===== src/rtl/mipi_init_pkg.sv =====
// Shared encodings for the MIPI sensor init sequencer: ROM entry layout,
// opcodes and FSM state encoding.
package mipi_init_pkg;

  // ROM entry layout: [25:24] opcode, [23:8] register address, [7:0] data
  localparam int ROM_W   = 26;
  localparam int OP_LSB  = 24;
  localparam int REG_LSB = 8;
  localparam int DAT_LSB = 0;

  localparam logic [1:0] OP_WRITE = 2'b00;
  localparam logic [1:0] OP_DELAY = 2'b01;
  localparam logic [1:0] OP_END   = 2'b10;

  typedef enum logic [3:0] {
    S_IDLE,
    S_RST_HOLD,
    S_PWR_WAIT,
    S_FETCH,
    S_DECODE,
    S_ISSUE,
    S_WAIT_RSP,
    S_DELAY,
    S_NEXT,
    S_DONE,
    S_FAIL
  } state_e;

  function automatic int unsigned max_u(input int unsigned a, input int unsigned b);
    return (a > b) ? a : b;
  endfunction

endpackage


===== src/rtl/mipi_sensor_init_seq_timer.sv =====
// Shared cycle counter for the init sequencer. Restarts from zero whenever
// the sequencer changes state, so each state measures its own dwell time.
// Saturates instead of wrapping so a long stall can never alias a target.
module mipi_sensor_init_seq_timer #(
  parameter int unsigned CNT_W = 8
) (
  input  logic             clk_i,
  input  logic             rst_i,
  input  logic             clr_i,
  output logic [CNT_W-1:0] cnt_o
);

  logic [CNT_W-1:0] cnt_q;
  logic [CNT_W-1:0] cnt_d;

  // Next count: clear on state change, otherwise count up and hold at max
  always_comb begin
    cnt_d = cnt_q;
    if (clr_i) begin
      cnt_d = '0;
    end else if (cnt_q != '1) begin
      cnt_d = cnt_q + CNT_W'(1);
    end
  end

  // Count register
  always_ff @(posedge clk_i) begin
    if (rst_i) begin
      cnt_q <= '0;
    end else begin
      cnt_q <= cnt_d;
    end
  end

  assign cnt_o = cnt_q;

endmodule


===== src/rtl/mipi_sensor_init_seq.sv =====
// Power-up configuration sequencer for the MIPI camera sensor: pulses the
// sensor reset, waits for power-up, then walks the register-init ROM issuing
// IIC writes and timed delays, with retry on NACK/timeout.
module mipi_sensor_init_seq
  import mipi_init_pkg::*;
#(
  parameter int unsigned ROM_AW       = 8,
  parameter logic [6:0]  DEV_ADDR     = 7'h36,
  parameter int unsigned RST_HOLD_CYC = 500000,
  parameter int unsigned PWR_WAIT_CYC = 1000000,
  parameter int unsigned DELAY_UNIT   = 50000,
  parameter int unsigned MAX_RETRY    = 3,
  parameter int unsigned RSP_TIMEOUT  = 100000
) (
  input  logic              clk_50m,
  input  logic              rst,
  input  logic              start,
  output logic [ROM_AW-1:0] rom_addr,
  input  logic [ROM_W-1:0]  rom_data,
  output logic              sensor_rst,
  output logic              cmd_valid,
  input  logic              cmd_ready,
  output logic [6:0]        cmd_dev_addr,
  output logic [15:0]       cmd_reg_addr,
  output logic [7:0]        cmd_wdata,
  input  logic              rsp_valid,
  input  logic              rsp_nack,
  output logic              busy,
  output logic              init_done,
  output logic              init_err,
  output logic [ROM_AW-1:0] err_index
);

  // Counter must cover the longest dwell, including a 255-unit delay entry
  localparam int unsigned CNT_MAX = max_u(max_u(RST_HOLD_CYC, PWR_WAIT_CYC),
                                          max_u(255 * DELAY_UNIT, RSP_TIMEOUT));
  localparam int unsigned CNT_W   = $clog2(CNT_MAX + 1);
  localparam int unsigned RTY_W   = $clog2(MAX_RETRY + 2);

  localparam logic [CNT_W-1:0]  RST_LAST  = CNT_W'(RST_HOLD_CYC - 1);
  localparam logic [CNT_W-1:0]  PWR_LAST  = CNT_W'(PWR_WAIT_CYC - 1);
  localparam logic [CNT_W-1:0]  RSP_LAST  = CNT_W'(RSP_TIMEOUT - 1);
  localparam logic [CNT_W-1:0]  DLY_UNIT  = CNT_W'(DELAY_UNIT);
  localparam logic [RTY_W-1:0]  RTY_MAX   = RTY_W'(MAX_RETRY);
  localparam logic [ROM_AW-1:0] ADDR_LAST = '1;

  state_e            state_q, state_d;
  logic [ROM_AW-1:0] rom_addr_q, rom_addr_d;
  logic [ROM_AW-1:0] err_index_q, err_index_d;
  logic [6:0]        dev_q, dev_d;
  logic [15:0]       reg_q, reg_d;
  logic [7:0]        wdata_q, wdata_d;
  logic [7:0]        dly_q, dly_d;
  logic [RTY_W-1:0]  rty_q, rty_d;
  logic              busy_q, busy_d;
  logic              done_q, done_d;
  logic              err_q, err_d;

  logic [CNT_W-1:0]  cnt;
  logic              cnt_clr;
  logic [CNT_W-1:0]  dly_tgt;
  logic              dly_done;
  logic [RTY_W-1:0]  rty_inc;
  logic [1:0]        op;

  assign cnt_clr  = (state_d != state_q);
  assign dly_tgt  = CNT_W'(dly_q) * DLY_UNIT;
  assign dly_done = (dly_tgt == '0) || (cnt == dly_tgt - CNT_W'(1));
  assign rty_inc  = rty_q + RTY_W'(1);
  assign op       = rom_data[OP_LSB +: 2];

  mipi_sensor_init_seq_timer #(
    .CNT_W (CNT_W)
  ) u_timer (
    .clk_i (clk_50m),
    .rst_i (rst),
    .clr_i (cnt_clr),
    .cnt_o (cnt)
  );

  // Next-state and register-update logic for the sequencer
  always_comb begin
    state_d     = state_q;
    rom_addr_d  = rom_addr_q;
    err_index_d = err_index_q;
    dev_d       = dev_q;
    reg_d       = reg_q;
    wdata_d     = wdata_q;
    dly_d       = dly_q;
    rty_d       = rty_q;
    busy_d      = busy_q;
    done_d      = done_q;
    err_d       = err_q;
    unique case (state_q)
      S_IDLE: begin
        if (start) begin
          done_d     = 1'b0;
          err_d      = 1'b0;
          rom_addr_d = '0;
          rty_d      = '0;
          busy_d     = 1'b1;
          state_d    = S_RST_HOLD;
        end
      end
      S_RST_HOLD: if (cnt == RST_LAST) state_d = S_PWR_WAIT;
      S_PWR_WAIT: if (cnt == PWR_LAST) state_d = S_FETCH;
      S_FETCH:    state_d = S_DECODE;
      S_DECODE: begin
        case (op)
          OP_WRITE: begin
            dev_d   = DEV_ADDR;
            reg_d   = rom_data[REG_LSB +: 16];
            wdata_d = rom_data[DAT_LSB +: 8];
            state_d = S_ISSUE;
          end
          OP_DELAY: begin
            dly_d   = rom_data[DAT_LSB +: 8];
            state_d = S_DELAY;
          end
          OP_END:   state_d = S_DONE;
          default: begin
            err_index_d = rom_addr_q;
            state_d     = S_FAIL;
          end
        endcase
      end
      S_ISSUE: if (cmd_ready) state_d = S_WAIT_RSP;
      S_WAIT_RSP: begin
        if (rsp_valid && !rsp_nack) begin
          state_d = S_NEXT;
        end else if (rsp_valid || cnt == RSP_LAST) begin
          rty_d = rty_inc;
          if (rty_inc <= RTY_MAX) begin
            state_d = S_ISSUE;
          end else begin
            err_index_d = rom_addr_q;
            state_d     = S_FAIL;
          end
        end
      end
      S_DELAY: if (dly_done) state_d = S_NEXT;
      S_NEXT: begin
        rty_d = '0;
        if (rom_addr_q == ADDR_LAST) begin
          state_d = S_DONE;
        end else begin
          rom_addr_d = rom_addr_q + ROM_AW'(1);
          state_d    = S_FETCH;
        end
      end
      S_DONE: begin
        done_d  = 1'b1;
        busy_d  = 1'b0;
        state_d = S_IDLE;
      end
      S_FAIL: begin
        err_d   = 1'b1;
        busy_d  = 1'b0;
        state_d = S_IDLE;
      end
      default: state_d = S_IDLE;
    endcase
  end

  // State and datapath registers; reset returns every output to zero
  always_ff @(posedge clk_50m) begin
    if (rst) begin
      state_q     <= S_IDLE;
      rom_addr_q  <= '0;
      err_index_q <= '0;
      dev_q       <= '0;
      reg_q       <= '0;
      wdata_q     <= '0;
      dly_q       <= '0;
      rty_q       <= '0;
      busy_q      <= 1'b0;
      done_q      <= 1'b0;
      err_q       <= 1'b0;
    end else begin
      state_q     <= state_d;
      rom_addr_q  <= rom_addr_d;
      err_index_q <= err_index_d;
      dev_q       <= dev_d;
      reg_q       <= reg_d;
      wdata_q     <= wdata_d;
      dly_q       <= dly_d;
      rty_q       <= rty_d;
      busy_q      <= busy_d;
      done_q      <= done_d;
      err_q       <= err_d;
    end
  end

  assign rom_addr     = rom_addr_q;
  assign sensor_rst   = (state_q == S_RST_HOLD);
  assign cmd_valid    = (state_q == S_ISSUE);
  assign cmd_dev_addr = dev_q;
  assign cmd_reg_addr = reg_q;
  assign cmd_wdata    = wdata_q;
  assign busy         = busy_q;
  assign init_done    = done_q;
  assign init_err     = err_q;
  assign err_index    = err_index_q;

endmodule


===== config.mk =====
export PLATFORM = sky130hd
export DESIGN_NAME = mipi_sensor_init_seq
export DESIGN_NICKNAME = d
export VERILOG_FILES = /design/src/rtl/mipi_init_pkg.sv /design/src/rtl/mipi_sensor_init_seq_timer.sv /design/src/rtl/mipi_sensor_init_seq.sv
export SDC_FILE = /design/constraint.sdc
export NUM_CORES = 1
export LEC_CHECK = 0
export CORE_UTILIZATION = 56
export DETAILED_ROUTE_END_ITERATION = 8
export PLACE_DENSITY_LB_ADDON = 0.12
export SETUP_SLACK_MARGIN = 0.15
export SLEW_MARGIN = 20
export SYNTH_ARGS = -nofsm -noshare
export SYNTH_HDL_FRONTEND = slang
export SYNTH_SLANG_ARGS = --single-unit
export TNS_END_PERCENT = 30

===== constraint.sdc =====
create_clock -name clk_50m -period 5.9 [get_ports clk_50m]
set_input_delay 1.18 -clock clk_50m [delete_from_list [all_inputs] [get_ports clk_50m]]
set_output_delay 1.18 -clock clk_50m [all_outputs]
set_load 0.02 [all_outputs]

# [Word-level counts from Yosys, hierarchy flattened]
# Index checks and enable logic that the tools add are counted.
[totals] ff_bits=83 input_bits=32 out_inout_bits=52 wordCells=95
[op_classes] n_addsub=4 n_mul=1 order_cmp=1 eq_ne=25 n_mux=28 reduce_logical=24
[op_table] op="two-way mux 8 bit" n=6
[op_table] op="two-way mux 4 bit" n=9
[op_table] op="case mux 4 bit (9 select lines)" n=1
[op_table] op="case mux 8 bit (2 select lines)" n=2
[op_table] op="adder 24 x 1 -> 24 bit, second input constant" n=1
[op_table] op="equality test 24 x 17 -> 1 bit, second input constant" n=1
[op_table] op="equality test 24 x 19 -> 1 bit, second input constant" n=1
[op_table] op="equality test 24 x 20 -> 1 bit, second input constant" n=1
[op_table] op="equality test 24 bit" n=1
[op_table] op="zero test 24 bit" n=1
[op_table] op="inequality test 24 bit, second input constant" n=1
[op_table] op="subtractor 24 x 1 -> 24 bit, second input constant" n=1
[op_table] op="multiplier 8 x 12 -> 20 bit, second input constant" n=1
[op_table] op="equality test 4 x 3 -> 1 bit, second input constant" n=4
[op_table] op="equality test 4 bit, second input constant" n=3
[op_table] op="inequality test 2 bit, second input constant" n=6
[op_table] op="case mux 4 bit (3 select lines)" n=1
[op_table] op="AND reduction 2 bit" n=5
[op_table] op="nonzero test 2 bit" n=5
[op_table] op="two-way mux 3 bit" n=3
[op_table] op="case mux 3 bit (3 select lines)" n=1
[op_table] op="adder 8 x 1 -> 8 bit, second input constant" n=1
[op_table] op="equality test 4 x 2 -> 1 bit, second input constant" n=2
[op_table] op="equality test 8 bit, second input constant" n=1
[op_table] op="19 further kinds" n=24

# [Logic depth before layout (Yosys ltp)]
[depth] word_depth=8 depth_mapped=23 ltp_nobuf=20

# [By module]
# Synthesis repeated with hierarchy kept, for this count alone.
[hier_totals] hier_cells=805 hier_area_um2=6621.4
[modules_own_cells] module="mipi_sensor_init_seq" n_inst=1 cells_each=642 area_per_inst_um2=5171.2 seq_area_each_um2=1181.1
[modules_own_cells] module="mipi_sensor_init_seq_timer" n_inst=1 cells_each=163 area_per_inst_um2=1450.1 seq_area_each_um2=480.5

# [Least setup slack after synthesis]
# Ideal clock, no wire load.
[synth_timing] kind="flip-flop to flip-flop" from="reg dly_q[2]" to="reg u_timer.cnt_q[0], in the netlist u_timer.cnt_o[0]" setup_time_ps=113 t_arrival_ps=4765 t_required_ps=5787 path_slack_ps=1021 stages_incl_launch_ff=20 n_path_buf=1 period_less_slack_ps=4879 path_cell_list="dfxtp_1 ha_1 ha_1 fa_1 inv_1 fa_1 inv_1 ha_1 nor2_1 o31ai_4 o22ai_2 xor2_2 o2111ai_2 nor4_2 xnor2_1 nor4_2 a41oi_2 a21oi_2 buf_4 nor2_1"
[synth_via] elab_chain_cells=8 elab_cells_between_ends=9 cone_classes="1 x add/sub; 1 x mul; 2 x eq/ne; 2 x mux; 3 x reduce/logical"
[synth_lines] element="start, declared" line_no="mipi_sensor_init_seq.sv:53" text="logic [7:0] dly_q, dly_d;"
[synth_lines] element="start signal, assigned" line_no="mipi_sensor_init_seq.sv:186" text="dly_q <= dly_d;"
[synth_lines] element="multiplier 8 x 12 -> 20 bit *" line_no="mipi_sensor_init_seq.sv:67" text="assign dly_tgt = CNT_W'(dly_q) * DLY_UNIT;"
[synth_lines] element="subtractor 24 x 1 -> 24 bit" line_no="mipi_sensor_init_seq.sv:68" text="assign dly_done = (dly_tgt == '0) || (cnt == dly_tgt - CNT_W'(1));"
[synth_lines] element="equality test 24 bit" line_no="mipi_sensor_init_seq.sv:68"
[synth_lines] element="logical OR 1 bit *" line_no="mipi_sensor_init_seq.sv:68"
[synth_lines] element="two-way mux 4 bit *" line_no="mipi_sensor_init_seq.sv:141" text="S_DELAY: if (dly_done) state_d = S_NEXT;"
[synth_lines] element="case mux 4 bit (9 select lines) *" line_no="mipi_sensor_init_seq.sv:94" text="unique case (state_q)"
[synth_lines] element="inequality test 4 bit *" line_no="mipi_sensor_init_seq.sv:66" text="assign cnt_clr = (state_d != state_q);"
[synth_lines] element="OR reduction 2 bit (no source line) *"
[synth_lines] element="end signal, assigned" line_no="mipi_sensor_init_seq_timer.sv:31" text="cnt_q <= cnt_d;"
[synth_lines] element="end, declared" line_no="mipi_sensor_init_seq_timer.sv:13" text="logic [CNT_W-1:0] cnt_q;"
# Mark *: on every way between the ends. The rest lies on a longest branch, timed or not.
# A chain may end at the register's enable or synchronous reset.

# [Worst setup path in the final report]
[layout_timing] from="reg dly_q[6]" to="reg u_timer.cnt_q[6], in the netlist u_timer.cnt_o[6]"
# Same word-level chain as after synthesis.

==> flow_summary.yaml <==
outcome:
  status: "finished, final reports clean"
synthesis:
  ys_types: 67
  synth_adder_area_share_pct: 15.5
  synth_area_sq_um: 6220
  ys_seq_area_share_pct: 26.7
  synth_compound_area_share_pct: 12.6
  synth_area_per_cell_sq_um: 8.12
  synth-simple-area-share_pct: 25.7
  synth-main-ff-cell: "dfxtp_1"
  ys_ff_latch: 83
  synthMuxAreaShare_pct: 3.24
  synth_edf_count: 0
  async_flop_share_pct: 0
  synth_top_family_by_area: "simple AND/OR/NAND/NOR gates"
  syn_inst: 766
  synth-warning-count: 0
  synth_xor_area_share_pct: 10.8
global_route:
  track_usage_pct: 26.4
  grt_antenna_before_repair: 0
  grt_max_degree: 55
  grt_pass1_wl_microns: 24300
  overflow: 0
  grt_pass1_vias: 5227
critical_path:
  worst-r2r-setup-slack_ps: 460
  reg2reg_to: "u_timer.cnt_o[6]"
  cp.required_ps: 6170
  critPathLaunch: "dly_q[6]"
  crit_type: "reg2reg"
  r2r_cells: 21
  critPathLaunchType: "flip-flop"
  path_max_fanout: 24
  path_delay_family: "compound AO/OA/AOI/OAI gates"
  cp_cell_sequence: "inv_1 -> ha_1 -> inv_1 -> ha_1 -> inv_1 -> fa_1 -> inv_1 -> fa_1 -> ha_1 -> a21o_1 -> a31o_1 -> a32oi_1 -> nand2b_1 -> a221o_1 -> a21oi_1 -> xnor3_1 -> a31o_2 -> a41oi_2 -> a21oi_2 -> buf_4 -> nor4b_1"
  crit_buf_inv: 5
  endpoint: "u_timer.cnt_o[6]"
  crit_path_max_incr_delay_ps: 480
  cp_num_cells: 21
  crit_arrival_ps: 5710
  endpoint_kind: "flip-flop"
  cp_common_cell: "inv_1"
  slowest_stage: "fa_1"
  r2r-start: "dly_q[6]"
final_layout:
  drive_gt1_share_pct: 5.56
  design_area_sq_um: 7260
  antenna_cells: 0
  fin_util_pct: 67.0
  n_fill_cell: 910
  nNetsFinal: 925
  synthToLayoutAreaGrowth_pct: 16.7
  multi_input_area_sq_um: 4270
  layout_common_cells: "nand2_1, nor2_1, dfxtp_1"
  regArea_sq_um: 1660
  layout_commonest_cell: "nand2_1"
timing:
  min_period_ps: 5440
  finalCritPeriodShare_pct: 92.2
  max_freq_mhz: 184
  fin_ws_ps: 463
  rsz0062_at_grt: "false"
  slew_violations: 0
  slew_headroom_pct: 31.7
  hold_viol: 0
  worst_slew_pin_slew_ps: 1010
  finalSetupViolations: 0
  setup_tns_ps: 0
  skew_ps: 13.6
die:
  die_y_microns: 107
  io_pins: 84
  start_util_pct: 57.4
  die_area_sq_um: 11500
  die_width_microns: 107
  rows: 38
  coreArea_sq_um: 10800
place:
  place_congestion: 0.895
  io_buffers: 80
  placed_area_sq_um: 7060
  dpl.hpwl_microns: 11300
  pre_cts_ws_ps: 366
drt:
  vias_per_cell: 5.66
  wl_per_cell_microns: 15.3
  totalWireLength_microns: 14800
  drtIter0Drc: 430
  drc: 0
  ant_nets: 0
  first_pass_iters: 5
  vias: 5477
cts:
  clk_pin_slew_ps: 90
  clockRootBuffer: "clkbuf_8"
  cts_buffer_depth: 2
  cts_tree: "done"
  post_cts_buffers: 0
  clk_latency_ps: 370
  cts.sinks: 83
  h-tree-depth: 3
  cts_made_buffers: 9
pwr:
  clockPowerShare_pct: 38.5
  seqPwrFrac_pct: 55.5
  p_leak_uw: 0.00322
  finalPower_uw: 1020
  intPower_uw: 760
  pwr-share-comb_pct: 6.0
  power_density_nw_per_um2: 141
  switching_power_uw: 262
  max-vdd-ir-drop_v: 0.000143
  sw_frac_of_total_pct: 25.6
job:
  cap_viol_max_count: 0
hold_path:
  hold_class: "reg2reg"
[worst min path at each step]
stage	cells after the start	slack (ps)	endpoint	start
2_1_floorplan	2	470	rty_q[2]	rty_q[2]
3_5_place_dp	2	450	cmd_wdata[2]	cmd_wdata[2]
3_3_place_gp	2	440	cmd_reg_addr[4]	cmd_reg_addr[4]
5_1_grt	2	480	cmd_reg_addr[5]	cmd_reg_addr[5]
4_1_cts	2	460	cmd_wdata[2]	cmd_wdata[2]
6_report	2	450	busy	busy
[worst register-to-register path: cells and delay by family (launching register included)]
| kind | cells | cell delay, ps |
|---|---|---|
| adders and majority gates | 5 | 1810 |
| DFF | 1 | 440 |
| xor gates and xnor gates | 1 | 300 |
| and+or+nand+nor | 2 | 400 |
| buffers and inverters | 5 | 540 |
| AOI/OAI and AO/OA | 8 | 1860 |
[routing by layer]
layer	part of all wire [%]	GRT usage (%)
met1	46	34.1
met2	48	44.7
met3	3.9	4.78
met4	1.9	8.22
met5	0	0
[timing repair]
action,in CTS,in global routing
hold buffers,0,0
endpoints found under the setup margin,0,24
resized for setup,0,3
[Yosys cell counts (3+ instances only)]
cell,number,area [sq um]
nand3b_1,5,37.5
clkbuf_1,29,109
nor3b_1,8,60.1
o21ai_1,5,25.0
ha_1,58,726
o21a_1,4,30.0
fa_1,12,240
xor2_1,25,219
a31oi_1,4,25.0
or2_2,3,18.8
nand3_1,21,105
nor4_1,15,93.8
buf_4,9,67.6
nor2_1,93,349
and3_1,8,50.1
dfxtp_1,83,1660
nor2b_1,11,68.8
nor3_1,16,80.1
a21oi_1,48,240
a21o_1,8,60.1
a221o_1,3,30.0
o211ai_1,5,37.5
o21ai_0,12,60.1
mux2i_1,19,190
nand2_1,101,379
and2_1,5,31.3
nand4_1,17,106
nand4b_1,5,43.8
inv_1,37,139
nand2b_1,10,62.6
xnor2_1,37,324
xnor3_1,3,67.6
[state kept, by name (all words and copies together) (netlist names)]
signal         count
u_timer.cnt_o     24
cmd_reg_addr      16
cmd_wdata          8
dly_q              8
err_index          8
rom_addr           8
state_q            4
rty_q              3
busy               1
cmd_dev_addr       1
init_done          1
init_err           1
[layout make-up]
cell class / instances / share of cell area, %
Clock buffer: 10 / 1.90
Multi-Input combinational cell: 607 / 58.8
Tap cell: 140 / 2.41
Inverter: 37 / 1.91
Timing Repair Buffer: 85 / 11.5
Clock inverter: 6 / 0.655
Sequential cell: 83 / 22.9
[through the flow]
stage,instances,hold slack (ps)
global placement,952,442
global route,968,475
floorplan,768,469
finish,968,454
CTS,968,458
detailed placement,952,446
[power by group through the flow]
stage / Clock [uW] / Combinational [uW] / Sequential, uW
after detailed placement: 0 / 60.4 / 580
after CTS: 403 / 60.8 / 567
after floorplan: 0 / 29.9 / 579
final: 394 / 61.1 / 567
after global routing: 429 / 66.0 / 568
after global placement: 0 / 59.7 / 579
[logic make-up after synthesis]
kind of cell	Yosys count
buffers and inverters	78
muxes	20
and+or+nand+nor	330
other	1
DFF	83
xor gates and xnor gates	68
AOI/OAI and AO/OA	116
adders and majority gates	70
No activity file was read; power rests on OpenSTA's default activity.
